$ cat config.mk
export PLATFORM = sky130hd
export DESIGN_NAME = stack_ctrl
export DESIGN_NICKNAME = d
export VERILOG_FILES = /design/src/rtl/stack_ctrl.sv
export SDC_FILE = /design/constraint.sdc
export NUM_CORES = 1
export LEC_CHECK = 0
export BUFFER_PORTS_ARGS = -buffer_cell sky130_fd_sc_hd__buf_4
export CAP_MARGIN = 20
export CELL_PAD_IN_SITES_DETAIL_PLACEMENT = 0
export CELL_PAD_IN_SITES_GLOBAL_PLACEMENT = 1
export CORE_MARGIN = 2
export CORE_UTILIZATION = 31
export CTS_CLUSTER_SIZE = 25
export DETAILED_ROUTE_END_ITERATION = 8
export GPL_TIMING_DRIVEN = 1
export PLACE_DENSITY = 0.89
export SLEW_MARGIN = 10
export SYNTH_ARGS = -nofsm -noshare
export SYNTH_HDL_FRONTEND = slang
export SYNTH_SLANG_ARGS = --single-unit
$ cat constraint.sdc
create_clock -name clk -period 1.9 [get_ports clk]
set_input_delay 0.19 -clock clk [delete_from_list [all_inputs] [get_ports clk]]
set_output_delay 0.19 -clock clk [all_outputs]
set_load 0.03 [all_outputs]
$ cat src/rtl/stack_ctrl.sv
// ---------------------------------------------------------------------------
// stack_ctrl
//
// Purpose:
//   Request sequencer that sits directly upstream of the 8-bit stack-pointer
//   block. The control unit hands it PUSH / POP / LOAD / NOP requests over a
//   valid/ready handshake. For each request this block:
//     - drives the stack pointer's rw command and r0 load value,
//     - drives the data-memory strobes for the stack access,
//     - guards the FF..B0 stack window (TOP..LIMIT+1) against overflow and
//       underflow,
//     - reports completion (done), rejection (err) and POP data (rsp_data).
//
// Ports:
//   clk        clock, all state changes on posedge
//   rst        asynchronous active-high reset
//   req_valid  request present
//   req_ready  block can accept a request (IDLE only)
//   req_op     00 NOP, 01 PUSH, 10 POP, 11 LOAD
//   req_data   PUSH data or LOAD pointer value
//   done       one-cycle completion pulse
//   err        qualifies done: 1 = request rejected
//   rsp_data   POP result, held until the next POP completes
//   ovf_flag   sticky overflow (PUSH rejected at LIMIT)
//   unf_flag   sticky underflow (POP rejected at TOP)
//   flag_clr   clears both sticky flags; a same-cycle set wins
//   sp_addr    current stack-pointer value
//   sp_rw      stack-pointer command: 00 hold, 01 dec, 10 inc, 11 load
//   sp_r0      load value used with sp_rw = 11
//   mem_addr   data-memory address
//   mem_wdata  data-memory write data
//   mem_we     data-memory write strobe
//   mem_re     data-memory read strobe
//   mem_rdata  read data, valid exactly one cycle after mem_re
//
// Notes:
//   The stack pointer is write-then-decrement on PUSH, so it always names the
//   next free slot. A POP therefore increments first and reads afterwards.
//   The stack-pointer block has no reset; the control unit is expected to
//   issue LOAD TOP after rst before any PUSH or POP.
// ---------------------------------------------------------------------------
module stack_ctrl #(
  parameter logic [7:0] TOP   = 8'hFF,
  parameter logic [7:0] LIMIT = 8'hAF,
  parameter int         DW    = 8
) (
  input  logic          clk,
  input  logic          rst,

  // Request / response channel to the control unit
  input  logic          req_valid,
  output logic          req_ready,
  input  logic [1:0]    req_op,
  input  logic [DW-1:0] req_data,
  output logic          done,
  output logic          err,
  output logic [DW-1:0] rsp_data,

  // Sticky status
  output logic          ovf_flag,
  output logic          unf_flag,
  input  logic          flag_clr,

  // Stack-pointer block
  input  logic [7:0]    sp_addr,
  output logic [1:0]    sp_rw,
  output logic [7:0]    sp_r0,

  // Data memory
  output logic [7:0]    mem_addr,
  output logic [DW-1:0] mem_wdata,
  output logic          mem_we,
  output logic          mem_re,
  input  logic [DW-1:0] mem_rdata
);

  // -------------------------------------------------------------------------
  // Encodings
  // -------------------------------------------------------------------------
  localparam logic [1:0] OP_NOP  = 2'b00;
  localparam logic [1:0] OP_PUSH = 2'b01;
  localparam logic [1:0] OP_POP  = 2'b10;
  localparam logic [1:0] OP_LOAD = 2'b11;

  localparam logic [1:0] SP_HOLD = 2'b00;
  localparam logic [1:0] SP_DEC  = 2'b01;
  localparam logic [1:0] SP_INC  = 2'b10;
  localparam logic [1:0] SP_LOAD = 2'b11;

  typedef enum logic [2:0] {
    S_IDLE     = 3'd0,
    S_PUSH     = 3'd1,
    S_POP_INC  = 3'd2,
    S_POP_RD   = 3'd3,
    S_POP_WAIT = 3'd4,
    S_LOAD     = 3'd5,
    S_DONE     = 3'd6,
    S_ERR      = 3'd7
  } state_t;

  // -------------------------------------------------------------------------
  // State and captured request
  // -------------------------------------------------------------------------
  state_t        r_state;
  logic [1:0]    r_op;
  logic [DW-1:0] r_data;
  logic [DW-1:0] r_rsp;
  logic          r_ovf;
  logic          r_unf;

  logic          w_accept;
  logic          w_at_limit;
  logic          w_at_top;
  logic          w_set_ovf;
  logic          w_set_unf;

  // A request is only taken in IDLE; anything offered while busy is ignored.
  assign w_accept   = req_valid && (r_state == S_IDLE);
  assign w_at_limit = (sp_addr == LIMIT);
  assign w_at_top   = (sp_addr == TOP);

  // The rejected op is remembered in r_op, so ERR knows which flag to raise.
  assign w_set_ovf  = (r_state == S_ERR) && (r_op == OP_PUSH);
  assign w_set_unf  = (r_state == S_ERR) && (r_op == OP_POP);

  // -------------------------------------------------------------------------
  // Sequencer
  // -------------------------------------------------------------------------
  always_ff @(posedge clk or posedge rst) begin
    if (rst) begin
      r_state <= S_IDLE;
      r_op    <= OP_NOP;
      r_data  <= '0;
    end else begin
      case (r_state)
        S_IDLE: begin
          if (w_accept) begin
            r_op   <= req_op;
            r_data <= req_data;
            case (req_op)
              OP_PUSH: r_state <= w_at_limit ? S_ERR : S_PUSH;
              OP_POP:  r_state <= w_at_top   ? S_ERR : S_POP_INC;
              OP_LOAD: r_state <= S_LOAD;
              default: r_state <= S_DONE;
            endcase
          end
        end
        S_PUSH:     r_state <= S_DONE;
        S_POP_INC:  r_state <= S_POP_RD;
        S_POP_RD:   r_state <= S_POP_WAIT;
        S_POP_WAIT: r_state <= S_DONE;
        S_LOAD:     r_state <= S_DONE;
        S_DONE:     r_state <= S_IDLE;
        S_ERR:      r_state <= S_IDLE;
        default:    r_state <= S_IDLE;
      endcase
    end
  end

  // -------------------------------------------------------------------------
  // POP result register
  // -------------------------------------------------------------------------
  // Memory answers one cycle after the POP_RD strobe, i.e. during POP_WAIT.
  // A reset before this point leaves the register at zero, discarding any
  // partially completed POP.
  always_ff @(posedge clk or posedge rst) begin
    if (rst) begin
      r_rsp <= '0;
    end else if (r_state == S_POP_WAIT) begin
      r_rsp <= mem_rdata;
    end
  end

  // -------------------------------------------------------------------------
  // Sticky flags
  // -------------------------------------------------------------------------
  // Each flag is evaluated on its own: a set in ERR beats a coincident clear,
  // while the other flag still honours the clear.
  always_ff @(posedge clk or posedge rst) begin
    if (rst) begin
      r_ovf <= 1'b0;
      r_unf <= 1'b0;
    end else begin
      if (w_set_ovf)     r_ovf <= 1'b1;
      else if (flag_clr) r_ovf <= 1'b0;

      if (w_set_unf)     r_unf <= 1'b1;
      else if (flag_clr) r_unf <= 1'b0;
    end
  end

  // -------------------------------------------------------------------------
  // Output decode
  // -------------------------------------------------------------------------
  // All command and strobe outputs decode straight from the state, so an
  // asynchronous reset drops them in the same instant the state returns to
  // IDLE. ERR deliberately leaves sp_rw at hold and issues no memory access.
  always_comb begin
    req_ready = 1'b0;
    done      = 1'b0;
    err       = 1'b0;
    sp_rw     = SP_HOLD;
    sp_r0     = 8'h00;
    mem_addr  = 8'h00;
    mem_wdata = '0;
    mem_we    = 1'b0;
    mem_re    = 1'b0;

    case (r_state)
      S_IDLE: begin
        req_ready = 1'b1;
      end
      S_PUSH: begin
        // Write the free slot, then step the pointer down to the next one.
        mem_we    = 1'b1;
        mem_addr  = sp_addr;
        mem_wdata = r_data;
        sp_rw     = SP_DEC;
      end
      S_POP_INC: begin
        sp_rw     = SP_INC;
      end
      S_POP_RD: begin
        // sp_addr has already been incremented and names the top entry.
        mem_re    = 1'b1;
        mem_addr  = sp_addr;
      end
      S_LOAD: begin
        // No window check: LOAD is the recovery path for any pointer value.
        sp_rw     = SP_LOAD;
        sp_r0     = 8'(r_data);
      end
      S_DONE: begin
        done      = 1'b1;
      end
      S_ERR: begin
        done      = 1'b1;
        err       = 1'b1;
      end
      default: begin
        req_ready = 1'b0;
      end
    endcase
  end

  assign rsp_data = r_rsp;
  assign ovf_flag = r_ovf;
  assign unf_flag = r_unf;

endmodule

==> key figures <==
Setup path
  • CP cell instances: nor2b_2, nor2b_1, buf_4, and2_1, buf_4
  • Reg2Reg Setup Slack: around 0.2 ns
  • Crit path kind: flop to primary output
  • Reg2reg path depth: 3
  • Family with the most delay on the worst path: flip-flops
  • Most common cell on crit path: buf_4
  • Worst-path fanout max: 16
  • Reg-to-reg endpoint: r_data[2]
  • Max incr delay on CP: 0.50 ns
  • Sum of buffers and inverters on the critical path: 2
  • Crit-path slowest cell: dfrtp_2
  • Crit path launch type: flop
  • R2R Path Start: r_state[2]
  • Crit path DAT: 1.57 ns
  • Required @ worst endpoint: 1.71 ns
  • CP endpoint kind: primary output

STA
  • Clk_skew: ~0.0016 ns
  • Post-layout minimum cycle time: ~1.8 ns
  • Headroom to the max-slew limit: 69.8%
  • Slew Limit Fails: 0
  • Worst-Margin Slew: 0.442 ns
  • Final WS setup: 0.135 ns
  • Final TNS setup: 0 ns
  • Setup Viol. Count Final: 0
  • RSZ-0062 raised after global routing: false
  • Final worst path period share: 92.9%
  • Fmax achieved: 0.567 GHz
  • Final Hold Vio Count: 0

Logic synthesis
  • EDFF count, synth: 0
  • Dominant synthesized flop cell: dfrtp_1
  • Post-synth cell types: 29
  • Sequential share of the synthesized area: 47.5%
  • Synthesized Nets: 140
  • Syn_area_per_cell: 11.0 sq um
  • Area fraction of the dominant cell type after synthesis: 47.5%
  • Cell taking the most area after synthesis: dfrtp_1
  • Yosys warns: 0
  • Cells after Synth: 110
  • Async S/R FF share, synth: between 90% and 100%
  • Area of the mapped netlist: approximately 1200 sq um
  • Synthesis-stage register bit count: 23
  • Synth area leaders: dfrtp_1 (48%), mux2_1 (15%), and2_1 (9.8%)

GRT
  • Gr usage total: 14.3%
  • First-pass GRT wire length: 4860 microns
  • Largest net degree at the start of global routing: 24
  • Vias in the first global route: between 1,000 and 1,500
  • Gr ovfl total: 0
  • Antenna violations before repair: 0

Floorplan
  • Die height: 66.5 microns
  • Die ar.: around 4400 sq um
  • DIE WIDTH: 66.5 microns
  • I/O pin cnt: 71
  • Initial Util: 32.6%
  • Row count: 22
  • Core area: 3720 sq um

Routing
  • Routed met3 length: 205 microns
  • DR vias: 1,097
  • Top routing layer used: met4
  • Antenna-violating nets left: 0
  • WL met2: 1500 microns
  • Avg Vias per Cell: about 4.7
  • Routed len/inst: 13.3 microns
  • Iter 0 DRT Violations: 24
  • DRT Pass-1 Iters: 4
  • Met1 WL: roughly 1300 microns
  • Total Wirelength: 3070 microns
  • Post-route DRC: 0

Clocking
  • Clock sink count: 23
  • Setup Buffers After CTS: 0
  • Clock buffer depth: 2
  • Clock buffer count from CTS: 3
  • Worst-Skew Late Latency: 0.25 ns
  • Htree depth: 1
  • Reg clk slew, reported paths: 0.07 ns
  • CTS tree: done
  • Root Driver: clkbuf_8

Final layout
  • Diode count: 0
  • Fin nets: 214
  • Fillers: 354
  • Layout cells sized above 1: between 40 and 50%
  • Area growth syn-to-layout: 53.2%
  • Post-route insts no fill: 231

Pwr
  • PwrDens: 1490 nW/um^2
  • Leakage: 0.000950 uW
  • VDD IR max: 0.512 mV

Placed design
  • Dpl cells: 226
  • IO buf count: 70
  • Place WS: 0.194 ns
  • Gpl congestion: 0.731
  • DP Wirelength: 2470 microns

Worst hold path
  • WHS Endpoint: r_data[7]
  • Hold path cells: 2
  • Min-delay src: req_data[7]
  • Hold Path Class: primary input to flop

Job
  • Max-cap violations: 0

Outcome
  • Status: finished clean
## layer usage
metal / global-route usage [%] / up-vias
met2: 24.8 / 48
met3: 2.53 / 2
met5: 0 / -
li1: - / 527
met1: 18.0 / 520
met4: 4.59 / 0
## repair_timing
item                                    CTS  global route
endpoints found under the setup margin    9            17
gates resized for setup                   1             1
hold endpoints to repair                 23             0
hold buffers                              1             0
## synthesized netlist by cell type (all sizes together) (2+ instances only)
cell type / count
mux2: 16
nor2: 6
and2: 19
clkbuf: 3
nor2b: 5
nand4: 2
a32o: 2
dfrtp: 23
mux2i: 2
buf: 4
nor3: 2
inv: 5
and3: 9
## registers in the layout, summed over array words and instances, names as in the netlist
name,count
r_state,3
r_data,8
ovf_flag,1
rsp_data,8
unf_flag,1
r_op,2
## through the flow
| step | utilization [%] | power, uW | instance area, sq um | hold WS [ns] |
|---|---|---|---|---|
| 2_1_floorplan | - | 1910 | 1210 | 0.192 |
| 3_3_place_gp | 48.4 | 2430 | 1800 | 0.242 |
| 3_5_place_dp | 48.4 | 2480 | 1800 | 0.255 |
| 4_1_cts | 49.9 | 2780 | 1850 | 0.144 |
| 5_1_grt | 49.9 | 2930 | 1860 | 0.144 |
| 6_report | 49.9 | 2760 | 1860 | 0.148 |
## cell type report
| cell class | count | area [sq um] | area share, % |
|---|---|---|---|
| multi-input cells | 75 | 582 | 31.4 |
| flip-flops and latches | 23 | 577 | 31.1 |
| clock buffers | 4 | 45.0 | 2.43 |
| repair buffers | 76 | 573 | 30.9 |
| well taps | 48 | 60.1 | 3.24 |
| inverters | 5 | 18.8 | 1.01 |
## power breakdown
group	leakage [uW]	switching (uW)	internal, uW	total (uW)
clock network	0.0000228	136	149	285
logic	0.000650	888	671	1560
registers	0.000277	190	725	916
## cells by family after synthesis
logic type | count (synthesis) | synth area share (%)
simple gates | 49 | 25.4
flops | 23 | 47.5
mux | 18 | 16.5
buf+inv | 12 | 4.86
compound gates | 8 | 5.68
## worst max path at each step
stage | start | endpoint | slack (ns) | cells after the start
floorplan | r_state[1] | r_data[0] | 0.02 | 5
CTS | r_state[0] | mem_wdata[1] | 0.02 | 5
global placement | r_state[0] | r_state[2] | 0.27 | 3
global route | r_state[0] | mem_wdata[1] | 0.02 | 5
detailed placement | r_state[0] | r_data[2] | 0.19 | 3
finish | r_state[0] | mem_wdata[1] | 0.14 | 5
## cells in the final DEF (no fill, tap or decap), drive strengths merged
master / Yosys / layout
o21a: 1 / 1
nand3: 1 / 1
nand4bb: 1 / 1
or4: 1 / 1
mux2i: 2 / 2
nor3: 2 / 2
or4b: 1 / 1
and3: 9 / 9
o21bai: 1 / 1
clkbuf: 3 / 4
dfrtp: 23 / 23
o221a: 1 / 1
mux2: 16 / 16
a32o: 2 / 2
nor2b: 5 / 5
a2111oi: 1 / 1
nor2: 6 / 6
or3: 1 / 1
buf: 4 / 75
dlygate4sd3: 0 / 1
and2: 19 / 19
nand2: 1 / 1
a22o: 1 / 1
nand4: 2 / 2
o21ai: 1 / 1
inv: 5 / 5
(Power assumes the default switching activity.)
